File: config.mk
export PLATFORM = sky130hd
export DESIGN_NAME = keypad_scanner
export DESIGN_NICKNAME = d
export VERILOG_FILES = /design/src/rtl/keypad_pkg.sv /design/src/rtl/keypad_scanner_sync2.sv /design/src/rtl/keypad_scanner.sv
export SDC_FILE = /design/constraint.sdc
export NUM_CORES = 1
export LEC_CHECK = 0
export ABC_CLOCK_PERIOD_IN_PS = 2200
export BUFFER_PORTS_ARGS = -buffer_cell sky130_fd_sc_hd__buf_4
export CORE_MARGIN = 1.5
export CORE_UTILIZATION = 41
export CTS_CLUSTER_SIZE = 14
export DETAILED_ROUTE_END_ITERATION = 6
export PLACE_DENSITY_LB_ADDON = 0.25
export SLEW_MARGIN = 10
export SYNTH_ARGS = -nofsm -noshare
export SYNTH_HDL_FRONTEND = slang
export SYNTH_SLANG_ARGS = --single-unit
export TNS_END_PERCENT = 1
File: constraint.sdc
create_clock -name pulse_50Mhz -period 2.2 [get_ports pulse_50Mhz]
set_clock_uncertainty 0.1 [all_clocks]
set_input_delay 0.44 -clock pulse_50Mhz [delete_from_list [all_inputs] [get_ports pulse_50Mhz]]
set_output_delay 0.44 -clock pulse_50Mhz [all_outputs]
set_load 0.03 [all_outputs]
File: src/rtl/keypad_pkg.sv
// Shared types and key-map helpers for the 4x4 matrix keypad scanner.
package keypad_pkg;

  typedef enum logic [1:0] {
    SCAN     = 2'd0,
    DEBOUNCE = 2'd1,
    PRESSED  = 2'd2
  } kp_state_t;

  localparam logic [3:0] KEY_STAR = 4'hE;
  localparam logic [3:0] KEY_HASH = 4'hF;

  // Row r / column c to key code.
  function automatic logic [3:0] kp_decode(input logic [1:0] r, input logic [1:0] c);
    logic [3:0] code;
    case ({r, c})
      4'b00_00: code = 4'h1;
      4'b00_01: code = 4'h2;
      4'b00_10: code = 4'h3;
      4'b00_11: code = 4'hA;
      4'b01_00: code = 4'h4;
      4'b01_01: code = 4'h5;
      4'b01_10: code = 4'h6;
      4'b01_11: code = 4'hB;
      4'b10_00: code = 4'h7;
      4'b10_01: code = 4'h8;
      4'b10_10: code = 4'h9;
      4'b10_11: code = 4'hC;
      4'b11_00: code = KEY_STAR;
      4'b11_01: code = 4'h0;
      4'b11_10: code = KEY_HASH;
      default:  code = 4'hD;
    endcase
    return code;
  endfunction

  // Index of the lowest active-low row; only meaningful when some row is low.
  function automatic logic [1:0] kp_lowest_low(input logic [3:0] rows);
    logic [1:0] idx;
    if (!rows[0])      idx = 2'd0;
    else if (!rows[1]) idx = 2'd1;
    else if (!rows[2]) idx = 2'd2;
    else               idx = 2'd3;
    return idx;
  endfunction

endpackage

File: src/rtl/keypad_scanner_sync2.sv
// 4-bit two-flop synchronizer; resets to all-ones (no key pressed).
module sync2 (
  input  logic       clk,
  input  logic       rst_n,
  input  logic [3:0] d,
  output logic [3:0] q
);

  logic [3:0] meta;

  // Two-stage capture of the asynchronous row inputs.
  always_ff @(posedge clk or negedge rst_n) begin
    if (!rst_n) begin
      meta <= 4'hF;
      q    <= 4'hF;
    end else begin
      meta <= d;
      q    <= meta;
    end
  end

endmodule

File: src/rtl/keypad_scanner.sv
// Column-strobing 4x4 keypad scanner with per-press debounce.
//
// state    | meaning
// ---------+-----------------------------------------------------------
// SCAN     | rotating columns, waiting for any row low on a tick
// DEBOUNCE | column held, counting consecutive ticks with row r low
// PRESSED  | key accepted, column held, counting idle ticks to release
module keypad_scanner
  import keypad_pkg::*;
#(
  parameter int DWELL_CYCLES     = 50_000,
  parameter int DEBOUNCE_SAMPLES = 10
) (
  input  logic       pulse_50Mhz,
  input  logic       rst_n,
  input  logic [3:0] row,
  output logic [3:0] col,
  output logic [3:0] key_code,
  output logic       key_valid,
  output logic       key_held
);

  localparam int CW  = (DWELL_CYCLES > 1) ? $clog2(DWELL_CYCLES) : 1;
  localparam int DBW = $clog2(DEBOUNCE_SAMPLES + 1);
  localparam logic [CW-1:0]  DWELL_TC = CW'(DWELL_CYCLES - 1);
  localparam logic [DBW-1:0] DEB_TC   = DBW'(DEBOUNCE_SAMPLES);
  localparam logic [DBW-1:0] DEB_ONE  = DBW'(1);

  logic [3:0]     row_s;
  logic [CW-1:0]  dwell_cnt;
  logic [DBW-1:0] deb_cnt;
  logic [DBW-1:0] deb_next;
  logic [1:0]     col_idx;
  logic [1:0]     row_idx;
  logic [1:0]     row_lo;
  logic           tick;
  kp_state_t      state;

  sync2 u_sync2 (
    .clk   (pulse_50Mhz),
    .rst_n (rst_n),
    .d     (row),
    .q     (row_s)
  );

  assign tick     = (dwell_cnt == DWELL_TC);
  assign deb_next = deb_cnt + DEB_ONE;
  assign row_lo   = kp_lowest_low(row_s);
  assign col      = ~(4'b0001 << col_idx);

  // Dwell timer: one sampling tick every DWELL_CYCLES cycles.
  always_ff @(posedge pulse_50Mhz or negedge rst_n) begin
    if (!rst_n)    dwell_cnt <= '0;
    else if (tick) dwell_cnt <= '0;
    else           dwell_cnt <= dwell_cnt + 1'b1;
  end

  // Scan / debounce / release FSM with registered key outputs.
  always_ff @(posedge pulse_50Mhz or negedge rst_n) begin
    if (!rst_n) begin
      state     <= SCAN;
      col_idx   <= 2'd0;
      row_idx   <= 2'd0;
      deb_cnt   <= '0;
      key_code  <= 4'h0;
      key_valid <= 1'b0;
      key_held  <= 1'b0;
    end else begin
      key_valid <= 1'b0;
      if (tick) begin
        case (state)
          SCAN: begin
            if (&row_s) begin
              col_idx <= col_idx + 2'd1;
            end else begin
              row_idx <= row_lo;
              // A single-sample debounce accepts on the detecting tick itself.
              if (DEB_TC == DEB_ONE) begin
                key_code  <= kp_decode(row_lo, col_idx);
                key_valid <= 1'b1;
                key_held  <= 1'b1;
                deb_cnt   <= '0;
                state     <= PRESSED;
              end else begin
                deb_cnt <= DEB_ONE;
                state   <= DEBOUNCE;
              end
            end
          end
          DEBOUNCE: begin
            if (!row_s[row_idx]) begin
              if (deb_next == DEB_TC) begin
                key_code  <= kp_decode(row_idx, col_idx);
                key_valid <= 1'b1;
                key_held  <= 1'b1;
                deb_cnt   <= '0;
                state     <= PRESSED;
              end else begin
                deb_cnt <= deb_next;
              end
            end else begin
              deb_cnt <= '0;
              col_idx <= col_idx + 2'd1;
              state   <= SCAN;
            end
          end
          PRESSED: begin
            // Any low row, including a second key, restarts the release count.
            if (&row_s) begin
              if (deb_next == DEB_TC) begin
                key_held <= 1'b0;
                deb_cnt  <= '0;
                col_idx  <= col_idx + 2'd1;
                state    <= SCAN;
              end else begin
                deb_cnt <= deb_next;
              end
            end else begin
              deb_cnt <= '0;
            end
          end
          default: begin
            deb_cnt <= '0;
            state   <= SCAN;
          end
        endcase
      end
    end
  end

endmodule

# Word level (Yosys, flattened, before mapping)
# Memories as Yosys holds them, arrays and structs flattened. A register that Yosys moved wholly into a read port is not among the register bits.
# Index checks and enable logic that the tools add are counted.
[classes]
addsub = 3
n_lt_le_gt_ge = 1
n_eq_ne = 12
shifts = 1
n_mux = 31
bitwise_logic = 3
n_reduce_logical = 11
[op_table]
columns = ["op", "n"]
rows = [
  ["two-way mux 2 bit", 11],
  ["adder 16 x 1 -> 16 bit (second input constant)", 1],
  ["== test 16 bit (second input constant)", 1],
  ["two-way mux 16 bit", 1],
  ["two-way mux 4 bit", 4],
  ["!= test 2 bit (second input constant)", 7],
  ["one-hot mux 2 bit (3 select lines)", 2],
  ["one-hot mux 4 bit (3 select lines)", 1],
  ["AND reduction 6 bit", 2],
  ["two-way mux 1 bit", 10],
  ["AND reduction 4 bit", 2],
  ["AND reduction 5 bit", 1],
  ["adder 4 x 1 -> 4 bit (second input constant)", 1],
  ["== test 4 bit (second input constant)", 1],
  ["inverter 4 bit", 1],
  ["<< shifter 1 x 2 -> 4 bit (first input constant)", 1],
  ["< comparator 2 x 3 -> 1 bit (second input constant)", 1],
  ["!= test 3 bit (second input constant)", 1],
  ["AND reduction 3 bit", 1],
  ["nonzero test 3 bit", 1],
  ["adder 2 x 1 -> 2 bit (second input constant)", 1],
  ["binary-select mux 1 bit (select 2 bit)", 1],
  ["== test 2 x 1 -> 1 bit (second input constant)", 1],
  ["== test 2 bit (second input constant)", 1],
  ["6 further kinds", 7],
]
[word_totals]
regBits = 36
romBits = 64
inputBits = 6
out_inout_bits = 10
word_cells = 72
n_memories = 1
[memory_table]
columns = ["memory", "words", "word_bits", "read_ports", "rd_clocked_by_memory_dff", "wr", "line", "rtl"]
rows = [
  ["(name not given)", 16, 4, 1, 1, 0, "keypad_pkg.sv:16", "case ({r, c})"],
]

# Logic depth before layout (Yosys ltp)
# Gate-level depths: netlist of the first run.
[depth]
ltp_word = 6
depth_mapped = 9
mapped_depth_nobuf = 7

# Cells and area by module
# From an unflattened synthesis of the first run, not the netlist that was laid out.
[unflattened]
hier_cells = 180
hier_area_um2 = 1968.1
[by_module_without_submodules]
columns = ["module", "n_inst", "cells_each", "area_each_um2", "seq_area_each_um2"]
rows = [
  ["keypad_scanner", 1, 172, 1757.9, 800.8],
  ["sync2", 1, 8, 210.2, 210.2],
]

# Worst setup path after synthesis of the first run
# No wires, ideal clock.
[synth_path]
path_type = "flip-flop to flip-flop"
start = "reg deb_cnt[0]"
end = "reg col_idx[1]"
setup_time_ns = 0.125
arrival_time_ns = 1.759
required_time_ns = 1.975
slack_ns = 0.216
stages_incl_launch_ff = 7
n_path_buf = 0
synth_period_minus_slack_ns = 1.984
cell_sequence = "dfrtp_1 > ha_1 > nand2b_1 > nor3b_1 > a41oi_1 > a21oi_1 > mux2_2"
[synth_between]
elab_chain_len = 4
[synth_rtl]
columns = ["element", "line", "rtl"]
rows = [
  ["start, declared", "keypad_scanner.sv:31", "logic [DBW-1:0] deb_cnt;"],
  ["start signal, assigned", "keypad_scanner.sv:99", "deb_cnt <= deb_next;"],
  ["start signal, assigned", "keypad_scanner.sv:116", "deb_cnt <= deb_next;"],
  ["adder 4 x 1 -> 4 bit", "keypad_scanner.sv:47", "assign deb_next = deb_cnt + DEB_ONE;"],
  ["== test 4 bit", "keypad_scanner.sv:110", "if (deb_next == DEB_TC) begin"],
  ["!= test 2 bit (no line)", "--", ""],
  ["AND reduction 6 bit (no line)", "--", ""],
  ["end signal, assigned", "keypad_scanner.sv:74", "col_idx <= col_idx + 2'd1;"],
  ["end signal, assigned", "keypad_scanner.sv:103", "col_idx <= col_idx + 2'd1;"],
  ["end signal, assigned", "keypad_scanner.sv:113", "col_idx <= col_idx + 2'd1;"],
  ["end, declared", "keypad_scanner.sv:33", "logic [1:0] col_idx;"],
]
# No other way between the ends.
# A chain may end at the register's enable or synchronous reset.

# Worst setup path in the final report of the first run
[layout_path]
start = "reg deb_cnt[0]"
end = "reg state[0]"
[layout_between]
elab_chain_len = 4
word_cells_on_any_way = 5
classes_between = "1 x add/sub; 3 x eq/ne; 1 x reduce/logical"
[layout_rtl]
columns = ["element", "line", "rtl"]
rows = [
  ["adder 4 x 1 -> 4 bit *", "keypad_scanner.sv:47", ""],
  ["== test 4 bit *", "keypad_scanner.sv:92, keypad_scanner.sv:110", ""],
  ["!= test 3 bit (no line) or != test 2 bit (tied branches)", "--", ""],
  ["AND reduction 5 bit (no line) *", "--", ""],
  ["end signal, assigned", "keypad_scanner.sv:97", "state <= PRESSED;"],
  ["end signal, assigned", "keypad_scanner.sv:104", "state <= SCAN;"],
  ["end signal, assigned", "keypad_scanner.sv:114", "state <= SCAN;"],
  ["end, declared", "keypad_scanner.sv:37", "kp_state_t state;"],
]
# Mark *: on every way between the ends. The rest lies on a longest branch, timed or not.

==> results of run 1 <==
==> kinds of logic after synthesis <==
kind of cell | synth area share (%)
flops | 50.47
simple gates | 18.61
xor+xnor | 6.559
mux | 7.246
buf+inv | 3.809
compound gates | 7.683
fa+ha+maj | 5.622
==> power groups by stage <==
| stage | clock network (µW) | registers [µW] | logic, µW |
|---|---|---|---|
| floorplan | 0 | 766 | 4.83 |
| global placement | 0 | 766 | 27.0 |
| detailed placement | 0 | 767 | 27.2 |
| CTS | 606 | 753 | 27.0 |
| global route | 634 | 754 | 29.8 |
| finish | 586 | 753 | 25.6 |
==> per-stage QoR <==
stage	setup WS, ns	hold WS, ns	cells
6_report	0.2014	0.01154	277
5_1_grt	0.01957	0.04704	277
3_5_place_dp	0.1365	0.2473	269
3_3_place_gp	0.2061	0.2454	269
4_1_cts	0.1359	0.02780	277
2_1_floorplan	0.2163	0.04441	185
==> worst paths after layout <==
path | end | slack (ns) | cells past startpoint
max reg2reg | state[0] | 0.20 | 6
max | state[0] | 0.20 | 6
max in group asynchronous | u_sync2.q[0] | 1.63 | 1
min | dwell_cnt[8] | 0.01 | 1
min reg2reg | u_sync2.q[3] | 0.26 | 0
min in group pulse_50Mhz | u_sync2.meta[0] | 0.15 | 1
==> metal layers <==
layer	vias to the layer above	GRT usage (%)	share of wire, %
li1	695	-	-
met4	0	6.289	1.9
met3	8	3.729	3.0
met2	18	22.63	43
met5	-	0	0
met1	646	22.32	52
==> state kept, by name (all words and copies together) (netlist names) <==
register,count
dwell_cnt,16
key_valid,1
deb_cnt,4
u_sync2.meta,4
col_idx,2
key_code,4
row_idx,2
u_sync2.q,4
key_held,1
state,2
==> worst max-delay path, delay by kind of cell, from the launching register on <==
family | cells | cell delay, ns
multiplexers | 1 | 0.35
adder cells (fa/ha/maj) | 1 | 0.24
AND/OR/NAND/NOR | 2 | 0.40
flip-flops | 1 | 0.45
AO/OA/AOI/OAI | 2 | 0.35
==> placed cells by master (no fill, tap or decap), types with 2 or more instances in the layout <==
| cell type | Yosys | routed |
|---|---|---|
| nor4bb_1 | 2 | 2 |
| inv_1 | 12 | 12 |
| o21ai_0 | 7 | 7 |
| dfstp_2 | 8 | 8 |
| and2_1 | 2 | 2 |
| a21oi_2 | 1 | 2 |
| nand2_1 | 19 | 19 |
| dfrtp_1 | 32 | 32 |
| mux2_2 | 5 | 5 |
| nand4_1 | 4 | 4 |
| nand2b_1 | 3 | 3 |
| a21oi_1 | 7 | 6 |
| nor4b_1 | 2 | 2 |
| nor2_1 | 11 | 11 |
| clkbuf_8 | 0 | 5 |
| and4_1 | 2 | 2 |
| xor2_1 | 8 | 8 |
| ha_1 | 9 | 9 |
| o31ai_1 | 2 | 2 |
| nor3_1 | 4 | 4 |
| mux2i_1 | 4 | 4 |
| or3_1 | 2 | 2 |
| nor4_1 | 2 | 2 |
| nand3_1 | 8 | 8 |
| buf_4 | 0 | 23 |
| and3_1 | 2 | 2 |
| xnor2_1 | 7 | 7 |
==> final cells by class <==
cell class                      instances  area [µm²]
Multi-Input combinational cell        127       924.6
Tap cell                               67       83.83
Inverter                               12       45.04
Clock inverter                          2       35.03
Sequential cell                        40        1011
Clock buffer                            6       72.57
Fill cell                             451        2379
Timing Repair Buffer                   23       172.7
==> impl_metrics.py, run 1 <==
metrics = {
    "sta": {
        "max_slew_margin_pct": 66.67,
        "setup_viol": 0,
        "tns_ns": 0,
        "worstMarginPinSlew_ns": 0.4999,
        "fin_crit_sh_pct": 90.85,
        "hold_viol_final": 0,
        "final_max_slew_viol_count": 0,
        "rsz0062_at_grt": "false",
        "fmax_ghz": 0.5003,
        "min_period_ns": 1.999,
    },
    "routing": {
        "drtIter0Drc": 69,
        "drcViolationCount": 0,
        "detail-route-antenna-nets": 0,
        "vias": 1367,
        "drt-total-wl_um": 3491,
        "wire_per_inst_um": 12.60,
        "dr.pass1.iters": 4,
        "vias_per_cell": 4.935,
    },
    "critical_path": {
        "r2r_start": "deb_cnt[0]",
        "arrival_ns": 2.08,
        "required_ns": 2.28,
        "critPathLaunch": "deb_cnt[0]",
        "cp-start-kind": "flop",
        "crit_fanout": 7,
        "slowest_stage": "dfrtp_1",
        "critPathMaxStageDelay_ns": 0.45,
        "cp_cell_sequence": "ha_1, nand2b_1, nor3b_2, a41oi_1, a21oi_1, mux2_2",
        "endpoint_kind": "flop",
        "path_class": "flop to flop",
    },
    "synthesis": {
        "synth_ff_type": "dfrtp_1",
        "synth_edf_count": 0,
        "ys_async_sr_fraction_pct": 100.0,
        "synth_cells": 185,
        "ys_types": 42,
        "syn_nets": 200,
        "synth.most_common_cell": "dfrtp_1",
        "seq_area_frac_synth_pct": 50.47,
        "synth_common_cells": "dfrtp_1, nand2_1, inv_1",
        "synth_area_per_cell_um2": 10.83,
        "ys_top_cells_by_area": "dfrtp_1, dfstp_2, ha_1, nand2_1, xor2_1",
        "synth_area_um2": 2003,
        "ys_ff_latch": 40,
        "synth_top_area_share_pct": 39.98,
        "yosysWarnings": 0,
        "synth_area_leader_cell": "dfrtp_1",
    },
    "power_and_ir_drop": {
        "combPwrFrac_pct": 1.9,
        "power.density_nw_per_um2": 582.0,
        "seq_power_share_pct": 55.2,
        "power_uw": 1365,
        "power_switching_share_pct": 19.87,
        "pwr-share-clk_pct": 42.9,
        "p_sw_uw": 271.1,
        "leakage_uw": 0.001042,
        "p_int_uw": 1093,
        "worst_ir_drop_vdd_uv": 335.6,
    },
    "cts": {
        "clk_latency_ns": 0.30,
        "cts_buffers": 5,
        "clkSlewWorstSetupHoldPaths_ns": 0.08,
        "postCtsHoldBufs": 0,
        "htree_levels": 2,
        "cts_root_buf": "clkbuf_8",
        "cts_tree": "done",
        "post-cts-setup-buffers": 0,
        "cts_sinks": 40,
        "cts_resized": 0,
        "cts_buffer_depth": 2,
    },
    "die": {
        "die_h_um": 72.90,
        "core_um2": 4723,
        "die_width_um": 72.90,
        "row_count": 25,
        "num_io_pins": 16,
        "start_util_pct": 42.41,
        "dieArea_um2": 5314,
    },
    "global_route": {
        "grt_max_degree": 41,
        "globalRouteTotalUtil_pct": 15.55,
        "grt_pass1_wl_um": 6348,
        "grt_antenna_before_repair": 0,
        "grt.overflow.total": 0,
        "grt_pass1_vias": 1338,
    },
    "cells_and_area": {
        "antennaDiodeCount": 0,
        "final_area_um2": 2345,
        "utilization_pct": 49.64,
        "num-nets-final": 224,
        "area_delta_synth_final_pct": 17.05,
        "final_layout_size_suffix_gt1_share_pct": 23.33,
    },
    "placement": {
        "gp_congestion": 0.8327,
        "placed_area_um2": 2228,
        "numPortBuffers": 15,
        "hpwlAfterDp_um": 2507,
    },
    "run_status": {
        "outcome": "finished clean",
    },
    "job": {
        "cap_violations": 0,
    },
    "hold_path": {
        "hp-class": "input port to async pin",
    },
}
Note: power is estimated with default switching activity, not from simulation.
==> run 2, diff against run 1 <==
--- a/config.mk
+++ b/config.mk
@@ -12,6 +12,7 @@
 export CTS_CLUSTER_SIZE = 14
 export DETAILED_ROUTE_END_ITERATION = 6
 export PLACE_DENSITY_LB_ADDON = 0.25
+export REMOVE_ABC_BUFFERS = 1
 export SLEW_MARGIN = 10
 export SYNTH_ARGS = -nofsm -noshare
 export SYNTH_HDL_FRONTEND = slang
==> impl_metrics.py, run 2 (synthesized netlist as in run 1, its figures left out) <==
metrics = {
    "run_status": {
        "outcome": "finished clean",
    },
    "die": {
        "die_h_um": 72.90,
        "start_util_pct": 42.41,
        "num_io_pins": 16,
        "core_um2": 4723,
        "dieArea_um2": 5314,
        "die_width_um": 72.90,
        "row_count": 25,
    },
    "cells_and_area": {
        "antennaDiodeCount": 0,
        "instances_no_fill": 275,
        "mostFrequentLayoutCell": "dfrtp_1",
        "final_cell_mix": "dfrtp_1, buf_4, nand2_1",
        "largest_register_ffs": 16,
        "final_area_um2": 2315,
        "area_delta_synth_final_pct": 15.55,
        "num-nets-final": 222,
        "utilization_pct": 49.01,
        "largest_register": "dwell_cnt",
        "final_layout_size_suffix_gt1_share_pct": 23.08,
    },
    "placement": {
        "dp.cells": 267,
        "placed_area_um2": 2213,
        "numPortBuffers": 15,
        "gp_congestion": 0.7556,
        "hpwlAfterDp_um": 2477,
    },
    "cts": {
        "cts_tree": "done",
        "postCtsHoldBufs": 0,
        "cts_sinks": 40,
        "cts_buffer_depth": 2,
        "cts_root_buf": "clkbuf_8",
        "htree_levels": 2,
        "clk_latency_ns": 0.28,
        "post-cts-setup-buffers": 0,
        "clkSlewWorstSetupHoldPaths_ns": 0.08,
        "cts_buffers": 5,
    },
    "global_route": {
        "grt.overflow.total": 0,
        "grt_antenna_before_repair": 0,
        "grt_max_degree": 41,
        "grt_pass1_vias": 1326,
        "grt_pass1_wl_um": 6092,
        "globalRouteTotalUtil_pct": 14.76,
    },
    "critical_path": {
        "path_class": "flop to flop",
        "required_ns": 2.28,
        "cp-start-kind": "flop",
        "r2r_start": "dwell_cnt[4]",
        "arrival_ns": 2.08,
        "endpoint_kind": "flop",
        "worstRegToRegCells": 5,
        "crit_fanout": 5,
        "critPathLaunch": "dwell_cnt[4]",
    },
    "sta": {
        "hold_viol_final": 0,
        "fmax_ghz": 0.4998,
        "rsz0062_at_grt": "false",
        "setup_viol": 0,
        "final_max_slew_viol_count": 0,
        "worstMarginPinSlew_ns": 0.5624,
        "min_period_ns": 2.001,
        "tns_ns": 0,
        "fin_hold_ws_ns": 0.01908,
        "fin_crit_sh_pct": 90.94,
        "max_slew_margin_pct": 62.16,
    },
    "power_and_ir_drop": {
        "power.density_nw_per_um2": 550.0,
        "leakage_uw": 0.001029,
        "worst_ir_drop_vdd_uv": 448.6,
    },
    "job": {
        "cap_violations": 0,
    },
    "routing": {
        "vias": 1371,
        "dr.pass1.iters": 4,
        "detail-route-antenna-nets": 0,
        "drtIter0Drc": 59,
        "drt-total-wl_um": 3410,
        "drcViolationCount": 0,
        "vias_per_cell": 4.985,
        "wire_per_inst_um": 12.40,
    },
    "hold_path": {
        "hp-class": "input port to async pin",
    },
}
==> run 2: critical path, cell delays in order (launching register included) <==
cell and delay (ns):
dfrtp_1 0.43, nor4bb_1 0.42, and4_1 0.35, nand3_1 0.11, a21oi_2 0.14, mux2_2 0.34
==> run 2: power breakdown <==
part | total, µW | internal, µW | switching [µW]
clock | 495 | 250 | 245
sequential | 753 | 748 | 4.60
combinational | 25.2 | 8.44 | 16.8
total | 1270 | 1010 | 266
==> run 2: final timing paths <==
kind | slack (ns) | endpoint
min in group pulse_50Mhz | 0.16 | u_sync2.meta[3]
hold / removal | 0.02 | col_idx[0]
setup reg to reg | 0.20 | col_idx[1]
hold reg to reg | 0.26 | u_sync2.q[0]
max in group asynchronous | 1.63 | u_sync2.q[2]
setup / recovery | 0.20 | col_idx[1]
==> run 2: what timing repair did <==
item,in CTS,in global routing
endpoints found under the setup margin,0,2
resized for setup,0,2
endpoints found under the hold margin,0,0
==> run 2: area by class of cell <==
cell class | instances | area [µm²]
Fill cell | 428 | 2409
Clock buffer | 6 | 82.58
Tap cell | 67 | 83.83
Inverter | 12 | 45.04
Sequential cell | 40 | 1011
Timing Repair Buffer | 21 | 157.7
Clock inverter | 2 | 10.01
Multi-Input combinational cell | 127 | 924.6
==> run 2: metal layers <==
layer,vias up,global-route usage [%],part of all wire [%]
li1,687,-,-
met1,658,22.82,54
met2,21,20.29,43
met3,5,3.867,2.7
met4,0,3.983,1.1
met5,-,0,0
==> run 2: through the flow <==
| step | power [µW] | worst slack (ns) |
|---|---|---|
| after floorplan | 770.4 | 0.1245 |
| after global placement | 793.0 | 0.2029 |
| after detailed placement | 793.8 | 0.1401 |
| after CTS | 1292 | 0.1295 |
| after global routing | 1327 | 0.008041 |
| final | 1273 | 0.1992 |
